[config.mk]
export PLATFORM = sky130hd
export DESIGN_NAME = free_list
export DESIGN_NICKNAME = d
export VERILOG_FILES = /design/src/rtl/free_list_pkg.sv /design/src/rtl/free_list.sv
export SDC_FILE = /design/constraint.sdc
export NUM_CORES = 1
export LEC_CHECK = 0
export ABC_CLOCK_PERIOD_IN_PS = 4100
export CORE_MARGIN = 2
export CORE_UTILIZATION = 47
export CTS_BUF_LIST = sky130_fd_sc_hd__clkbuf_4 sky130_fd_sc_hd__clkbuf_8 sky130_fd_sc_hd__clkbuf_16
export DETAILED_ROUTE_END_ITERATION = 8
export GPL_ROUTABILITY_DRIVEN = 1
export GPL_TIMING_DRIVEN = 0
export PLACE_DENSITY = 0.8
export SLEW_MARGIN = 20
export SYNTH_ARGS = -nofsm -noshare
export SYNTH_HDL_FRONTEND = slang
export SYNTH_SLANG_ARGS = --single-unit
[constraint.sdc]
create_clock -name clock -period 4.1 [get_ports clock]
set_clock_uncertainty 0.05 [all_clocks]
set_input_delay 0.41 -clock clock [delete_from_list [all_inputs] [get_ports clock]]
set_output_delay 0.41 -clock clock [all_outputs]
set_load 0.005 [all_outputs]
[src/rtl/free_list_pkg.sv]
// Shared sizing and types for the rename-stage physical-register free list.
package free_list_pkg;

    localparam int FL_SIZE     = 32;
    localparam int NUM_GEN_REG = 32;
    localparam int PR_W        = $clog2(NUM_GEN_REG + FL_SIZE);
    localparam int TAIL_W      = $clog2(FL_SIZE) + 1;
    localparam int LIST_W      = FL_SIZE * PR_W;

    typedef logic [PR_W-1:0]   phys_reg_t;
    typedef logic [TAIL_W-1:0] fl_tail_t;

endpackage

[src/rtl/free_list.sv]
// Physical-register free list: head at entry 0, tail is the occupancy.
// One pop per dispatch and one push per retire each cycle. Mispredict
// recovery reloads a checkpoint and still keeps the retiring free.
module free_list
    import free_list_pkg::*;
(
    input  logic              clock,
    input  logic              reset,
    input  logic              dispatch_en,
    input  logic              retire_en,
    input  logic [PR_W-1:0]   T_old_in,
    input  logic              restore_en,
    input  logic [LIST_W-1:0] free_list_restore,
    input  logic [TAIL_W-1:0] tail_restore,
    output logic [PR_W-1:0]   T_new_out,
    output logic              T_new_valid,
    output logic [LIST_W-1:0] free_list_chkpt,
    output logic [TAIL_W-1:0] tail_chkpt,
    output logic              empty,
    output logic              full
);

    phys_reg_t list_q [FL_SIZE];
    phys_reg_t list_d [FL_SIZE];
    fl_tail_t  tail_q;
    fl_tail_t  tail_d;

    logic      do_pop;
    logic      do_push;
    fl_tail_t  wr_idx;

    // Next-state: restore beats dispatch, retire is always honoured when there is room.
    always_comb begin
        list_d  = list_q;
        tail_d  = tail_q;
        do_pop  = 1'b0;
        do_push = 1'b0;
        wr_idx  = tail_q;

        if (restore_en) begin
            for (int i = 0; i < FL_SIZE; i++) begin
                list_d[i] = free_list_restore[i*PR_W +: PR_W];
            end
            tail_d  = tail_restore;
            do_push = retire_en && (tail_restore != fl_tail_t'(FL_SIZE));
            wr_idx  = tail_restore;
            if (do_push) begin
                tail_d = tail_restore + fl_tail_t'(1);
            end
        end else begin
            do_pop  = dispatch_en && (tail_q != '0);
            // A pop in the same cycle frees a slot even when the list is full.
            do_push = retire_en && ((tail_q != fl_tail_t'(FL_SIZE)) || do_pop);

            if (do_pop) begin
                for (int i = 0; i < FL_SIZE - 1; i++) begin
                    list_d[i] = list_q[i+1];
                end
                list_d[FL_SIZE-1] = '0;
            end

            if (do_pop && do_push) begin
                wr_idx = tail_q - fl_tail_t'(1);
            end else if (do_pop) begin
                tail_d = tail_q - fl_tail_t'(1);
            end else if (do_push) begin
                tail_d = tail_q + fl_tail_t'(1);
            end
        end

        if (do_push) begin
            for (int i = 0; i < FL_SIZE; i++) begin
                if (fl_tail_t'(i) == wr_idx) begin
                    list_d[i] = T_old_in;
                end
            end
        end
    end

    // State register; reset loads tags NUM_GEN_REG.. into the low entries.
    always_ff @(posedge clock or negedge reset) begin
        if (!reset) begin
            for (int i = 0; i < FL_SIZE; i++) begin
                list_q[i] <= (i < NUM_GEN_REG) ? phys_reg_t'(NUM_GEN_REG + i) : '0;
            end
            tail_q <= fl_tail_t'(NUM_GEN_REG);
        end else begin
            list_q <= list_d;
            tail_q <= tail_d;
        end
    end

    // Checkpoint export is the next-state image, so a same-cycle pop is already excluded.
    always_comb begin
        free_list_chkpt = '0;
        for (int i = 0; i < FL_SIZE; i++) begin
            free_list_chkpt[i*PR_W +: PR_W] = list_d[i];
        end
        tail_chkpt = tail_d;
    end

    assign T_new_out   = list_q[0];
    assign T_new_valid = (tail_q != '0);
    assign empty       = (tail_q == '0);
    assign full        = (tail_q == fl_tail_t'(FL_SIZE));

endmodule

==> impl_metrics.yaml, run 1 <==
outcome:
  outcome: "finished, violations left"
  violations: "DRC"
yosys:
  synthAdderAreaFrac_pct: 0.399
  synth.net_count: 1469
  yosysWarnings: 0
  ys_seq_elements: 198
  synth.avg_cell_area_um2: 9.99
  async_reset_ff_share_pct: 100
  muxShareOfSynthArea_pct: 32.3
  synth_cell_type_count: 60
  synth_xor_area_share_pct: 0.898
  netlist.area_leader.share_pct: 23.7
  synth.top_cells.by_area: "dfstp_2, mux2_2, dfrtp_1, mux2i_1, o21ai_0"
  ys_seq_area_share_pct: 40.6
  synth-compound-area-share_pct: 10.4
  yosys.area.top_type: "dfstp_2"
  synth_edf_count: 0
  netlist_instances: 1256
  ys.flop_type: "dfstp_2"
  synthSimpleGateAreaFrac_pct: 11.4
  synth_top_family_by_area: "multiplexers"
  syn_area_mm2: 0.0125
layout:
  antenna_cells: 0
  final_nets: 1970
  drive_above_1_share_pct: 30.1
  final_cells: 2105
  area_growth_pct: 52.6
  fin_area_mm2: 0.0191
  fin_util_pct: 73.2
power_and_ir_drop:
  p_total_mw: 6.50
  ir_drop_uv: 259
  p_sw_mw: 2.18
  clkPwrFrac_pct: 27.7
  power.density_mw_per_mm2: 340
  p_int_mw: 4.32
  seq_power_share_pct: 37.9
  p_leak_nw: 8.82
  combPwrFrac_pct: 34.4
  p_sw_share_pct: 33.5
clock_tree:
  clockBufferDepth: 2
  htreeDepth: 4
  cts_made_buffers: 17
  cts_sinks: 198
  clkTransAtPathRegs_ps: 90
  clock_latency_ps: 450
  root_buffer: "clkbuf_16"
  cts_tree: "yes"
timing:
  rsz0062_at_grt: "yes"
  final_hold_viol_count: 0
  tns_ps: 0
  period_share_pct: 99.2
  setup_ws_ps: 33.1
  slew_headroom_pct: 21.7
  min_period_ps: 4070
  setup_viol: 0
  fmax_ghz: 0.246
  tightestPinTransition_ps: 1180
  slew_violations: 0
  hold_ws_ps: 361
routing:
  finalWirelength_um: 51300
  vias_per_cell: 5.90
  drc: 20
  drt_iter0_drc: 1088
  avgRoutedWirePerCell_um: 24.4
  postRouteAntennaNets: 0
  vias: 12400
  first_pass_iters: 8
place:
  port_buffers: 414
  dp_cells: 2007
  placed_area_mm2: 0.0172
  dp_hpwl_um: 37200
  place.gp.congestion: 0.932
  pre_cts_slack_ps: -701
global_route:
  overflow: 0
  antenna_found_initial: 0
  grt_pass1_vias: 12400
  grt_max_degree: 85
  grt_use_total_pct: 34.7
  grt_first_pass_wirelength_um: 74700
min_path:
  holdCritPathClass: "primary input to async pin"
worst_setup_path:
  criticalPathCategory: "primary input to primary output"
  crit_arrival_ps: 3610
  rrSetupSlack_ps: 1040
  setup.worst_path.start: "dispatch_en"
  r2r_start: "tail_q[0]"
  critPathMostFrequentCell: "clkdlybuf4s50_1"
  crit_chain: "clkdlybuf4s50_1 -> and2_1 -> buf_2 -> o22ai_4 -> buf_4 -> o31ai_4 -> nand2_4 -> nor2_4 -> mux2_2 -> clkdlybuf4s50_1"
  r2r_cells: 12
  startpoint_type: "primary input"
  critPathSlowestCell: "clkdlybuf4s50_1"
  r2r-end: "list_q[13]"
  crit_fanout: 7
  max_stage_delay_ps: 610
  worstPathRequired_ps: 3640
  path_buf_inv: 4
  crit_family: "buffers and inverters"
  end_kind: "primary output"
floorplanning:
  die-height_um: 167
  dieArea_mm2: 0.0280
  io_pins: 416
  start_util_pct: 48.0
  num_rows: 59
  die_w_um: 167
  core-area_mm2: 0.0261
run:
  cap_violations: 0
[synth_stat cells, types with 2 or more instances]
library cell and instances:
xor2_1 3, nor2_2 6, o21ai_0 201, a41oi_1 2, nand3_1 12, o32ai_1 2
nor2b_1 4, nand3b_1 2, nand2_1 216, mux2_2 190, o31ai_1 2, mux2i_1 189
nor2_4 2, or2_2 2, dfstp_2 113, buf_4 7, mux2_1 2, nand4_1 8
xnor2_1 8, nand2b_1 5, nor3_1 9, o21ai_2 2, and2_1 6, o221ai_1 2
o22ai_1 3, dfrtp_1 85, buf_1 12, nand2_2 2, nor3_4 4, buf_2 22
or3_1 3, ha_1 4, a21oi_1 5, clkbuf_1 68, inv_1 10, o21a_1 2
nor2_1 16, o31a_1 3
[repair_timing]
action                                  CTS  global route
endpoints found under the hold margin    15             0
pin swaps                                25            21
buffers inserted                         28            41
endpoints found under the setup margin  198           179
hold buffers                              1             0
gates resized for setup                 129           170
[routing by layer]
metal	global-route usage [%]	vias to the layer above	share of wire, %	routed length [um]
li1	-	5462	-	-
met1	46.0	6125	41	21000
met2	55.9	705	47	24300
met3	5.22	137	7.4	3780
met4	17.2	0	4.3	2220
met5	0	-	0	0
[power by group through the flow]
stage               Clock [mW]  Sequential [mW]  Combinational [mW]
finish                    1.80             2.47                2.24
global route              1.87             2.49                2.36
CTS                       1.79             2.46                2.15
detailed placement           0             2.49                2.04
global placement             0             2.48                2.02
floorplan                    0             2.42               0.973
[kinds of logic after synthesis]
family          count (synthesis)
compound gates                236
xor+xnor                       12
fa+ha+maj                       4
buf+inv                       119
flops                         198
mux                           381
simple gates                  306
[how the worst max path moves through the flow]
stage | end | slack [ps] | cells after the start
2_1_floorplan | free_list_chkpt[100] | 800 | 10
3_3_place_gp | list_q[13] | -5730 | 1
3_5_place_dp | free_list_chkpt[133] | -700 | 12
4_1_cts | free_list_chkpt[4] | -10 | 12
5_1_grt | free_list_chkpt[95] | -40 | 11
6_report | free_list_chkpt[94] | 30 | 10
[worst reg2reg max path, stage by stage, from the launching register on]
cell	delay (ps)
dfrtp_1	410
buf_8	140
inv_4	70
ha_4	150
or3b_4	450
o22ai_4	140
o31a_1	390
nand2_4	150
buf_4	190
nor2_4	220
buf_4	180
mux2_4	310
buf_4	130
[placed cells by master (no fill, tap or decap), types with 6 or more instances in the layout]
| cell | netlist | layout |
|---|---|---|
| dlygate4sd2_1 | 0 | 24 |
| mux2_4 | 0 | 43 |
| nor3_1 | 9 | 6 |
| mux2i_1 | 189 | 187 |
| dfrtp_1 | 85 | 84 |
| buf_6 | 0 | 8 |
| nor2_4 | 2 | 13 |
| buf_12 | 0 | 6 |
| nor3_4 | 4 | 7 |
| inv_1 | 10 | 9 |
| dfstp_2 | 113 | 113 |
| nand2_1 | 216 | 213 |
| nand3_1 | 12 | 6 |
| buf_4 | 7 | 74 |
| nand4_1 | 8 | 8 |
| mux2_2 | 190 | 149 |
| clkbuf_1 | 68 | 44 |
| xnor2_1 | 8 | 8 |
| buf_2 | 22 | 19 |
| clkbuf_16 | 0 | 17 |
| o21ai_0 | 201 | 198 |
| dlymetal6s2s_1 | 0 | 68 |
| clkbuf_2 | 0 | 14 |
| clkdlybuf4s50_1 | 0 | 315 |
| nor2_1 | 16 | 11 |
[sequential cells by signal, summed over array words and instances, names as in the netlist]
name       count
list_q       186
T_new_out      6
tail_q         6
[cell type report]
type / count / area (um^2)
Buffer: 105 / 543
Clock buffer: 17 / 425
Clock inverter: 15 / 188
Fill cell: 1916 / 6990
Inverter: 10 / 40.0
Multi-Input combinational cell: 939 / 7460
Sequential cell: 198 / 5100
Tap cell: 335 / 419
Timing Repair Buffer: 486 / 4960
Note: power is estimated with default switching activity, not from simulation.
==> run 2: changes to the inputs <==
--- a/config.mk
+++ b/config.mk
@@ -8,2 +8,3 @@
 export ABC_CLOCK_PERIOD_IN_PS = 4100
+export CORE_ASPECT_RATIO = 1.5
 export CORE_MARGIN = 2
==> constraint.sdc (replaced) <==
create_clock -name clock -period 4.1 [get_ports clock]
set_clock_uncertainty 0.05 [all_clocks]
set_input_delay 1.025 -clock clock [delete_from_list [all_inputs] [get_ports clock]]
set_output_delay 1.025 -clock clock [all_outputs]
set_load 0.005 [all_outputs]
==> run 2 against run 1 <==
Net effect: count of clock-buffer cells in the layout is the same; combinational power grew 23%; clock power grew 2%; die area is essentially flat; register-to-register slack lost 100 ps; the run ends with setup timing left; sequential cell count is the same; global-route usage grew 5.6 points; sequential power is essentially flat; worst hold slack gained 39 ps; worst setup slack lost 450 ps.
==> impl_metrics.yaml, run 2 (synthesis results as in run 1) <==
outcome:
  outcome: "finished, violations left"
  violations: "setup timing"
power_and_ir_drop:
  p_sw_mw: 2.30
  clkPwrFrac_pct: 26.0
  seq_power_share_pct: 35.1
  p_leak_nw: 9.86
  p_sw_share_pct: 32.5
  p_int_mw: 4.78
  ir_drop_uv: 333
  combPwrFrac_pct: 38.9
  power.density_mw_per_mm2: 329
routing:
  vias: 13600
  postRouteAntennaNets: 0
  finalWirelength_um: 59300
  drt_iter0_drc: 974
  avgRoutedWirePerCell_um: 26.2
  first_pass_iters: 8
  drc: 0
  vias_per_cell: 6.01
timing:
  final_hold_viol_count: 0
  setup_ws_ps: -415
  fmax_ghz: 0.221
  rsz0062_at_grt: "yes"
  period_share_pct: 110
  slew_headroom_pct: 22.0
  slew_violations: 0
  setup_viol: 195
  min_period_ps: 4520
  tightestPinTransition_ps: 1170
clock_tree:
  clkTransAtPathRegs_ps: 80
  htreeDepth: 4
  clockBufferDepth: 2
  cts_hold_buf: 0
  cts_sinks: 198
  cts_tree: "yes"
  root_buffer: "clkbuf_16"
  clock_latency_ps: 450
  cts_made_buffers: 17
worst_setup_path:
  startpoint_type: "flip-flop"
  r2r_cells: 14
  end_kind: "primary output"
  crit_fanout: 5
  rrSetupSlack_ps: 940
  r2r_start: "tail_q[0]"
  criticalPathCategory: "flip-flop to primary output"
  crit_arrival_ps: 3440
  worstPathRequired_ps: 3020
  r2r-end: "list_q[108]"
global_route:
  grt.met3_usage_pct: 8.23
  grt_first_pass_wirelength_um: 83900
  grt_pass1_vias: 14200
  grt_max_degree: 90
  met1_usage_pct: 45.1
  top_usage_layer: "met2"
  met2_usage_pct: 67.6
  antenna_found_initial: 2
  grt_use_total_pct: 40.4
  overflow: 0
run:
  cap_violations: 0
floorplanning:
  start_util_pct: 47.5
  core-area_mm2: 0.0264
  num_rows: 73
  io_pins: 416
  die_w_um: 137
  dieArea_mm2: 0.0280
  die-height_um: 204
layout:
  final_nets: 2128
  fin_util_pct: 81.6
  final_cells: 2267
  fillers: 1541
  largest_register_ffs: 186
  fin_area_mm2: 0.0215
  top_register: "list_q"
  layout.cells.most_common_list: "buf_6, nand2_1, clkdlybuf4s50_1"
  drive_above_1_share_pct: 46.9
  area_growth_pct: 71.7
  final_common_cell: "buf_6"
place:
  pre_cts_slack_ps: -2020
  place.gp.congestion: 0.949
  port_buffers: 414
  dp_cells: 2009
  dp_hpwl_um: 38500
  placed_area_mm2: 0.0172
min_path:
  holdCritPathClass: "primary input to async pin"
-- run 2: cell types whose count changed in the layout (fill, tap and decap cells not counted), moves of 15 or more --
cell / previous run / this run
clkdlybuf4s50_1: 315 / 211
buf_4: 74 / 122
mux2_2: 149 / 17
clkbuf_2: 14 / 29
buf_6: 8 / 267
dlymetal6s2s_1: 68 / 1
mux2_4: 43 / 175
dlygate4sd2_1: 24 / 8
-- run 2: per-stage QoR --
step	hold slack [ps]	total power, mW	setup TNS (ps)
after global routing	412	7.28	-67950
final	400	7.08	-57370
after CTS	396	6.78	-51380
after detailed placement	665	4.54	-375010
after global placement	643	4.50	-1317880
after floorplan	631	3.39	0
-- run 2: worst max-delay path, cell delays in order, from the launching register on --
cell      delay (ps)
dfrtp_1          400
clkbuf_8         150
inv_6             60
ha_4             160
or4b_4           530
o21ai_4          180
mux2i_2          280
buf_4            180
and2_4           150
nand4_1          130
buf_6            190
buf_6            120
mux2_4           320
buf_6            120
-- run 2: how the worst max path moves through the flow --
stage,start,end,slack [ps],depth (start not counted)
2_1_floorplan,retire_en,free_list_chkpt[133],80,9
3_3_place_gp,reset,list_q[74],-6310,1
3_5_place_dp,restore_en,free_list_chkpt[47],-2020,10
4_1_cts,tail_q[0],free_list_chkpt[18],-380,13
5_1_grt,tail_q[0],free_list_chkpt[105],-470,13
6_report,tail_q[0],free_list_chkpt[35],-420,13
-- run 2: cell type report --
class | count | area, um^2 | share of cell area (%)
plain buffers | 105 | 656 | 3.04
flip-flops and latches | 198 | 5100 | 23.7
clock inverters | 15 | 193 | 0.894
multi-input cells | 939 | 8140 | 37.8
diodes | 2 | 5.00 | 0.0232
well taps | 337 | 422 | 1.96
inverters | 10 | 46.3 | 0.215
repair buffers | 644 | 6570 | 30.5
clock buffers | 17 | 425 | 1.97
-- run 2: layer usage --
metal	vias to the layer above	wire [um]
li1	5751	-
met1	6679	20500
met2	916	29400
met3	289	4740
met4	0	4680
met5	-	0
-- run 2: repair_timing --
item | in CTS | in global routing
endpoints found under the setup margin | 207 | 196
pin swaps | 50 | 32
resized for setup | 1263 | 139
buffers inserted | 176 | 62
-- run 2: power by group through the flow --
stage               Combinational (mW)  Clock [mW]  Sequential (mW)
floorplan                        0.973           0             2.42
global placement                  2.02           0             2.49
detailed placement                2.05           0             2.49
CTS                               2.50        1.83             2.46
global route                      2.88        1.90             2.50
finish                            2.76        1.84             2.48
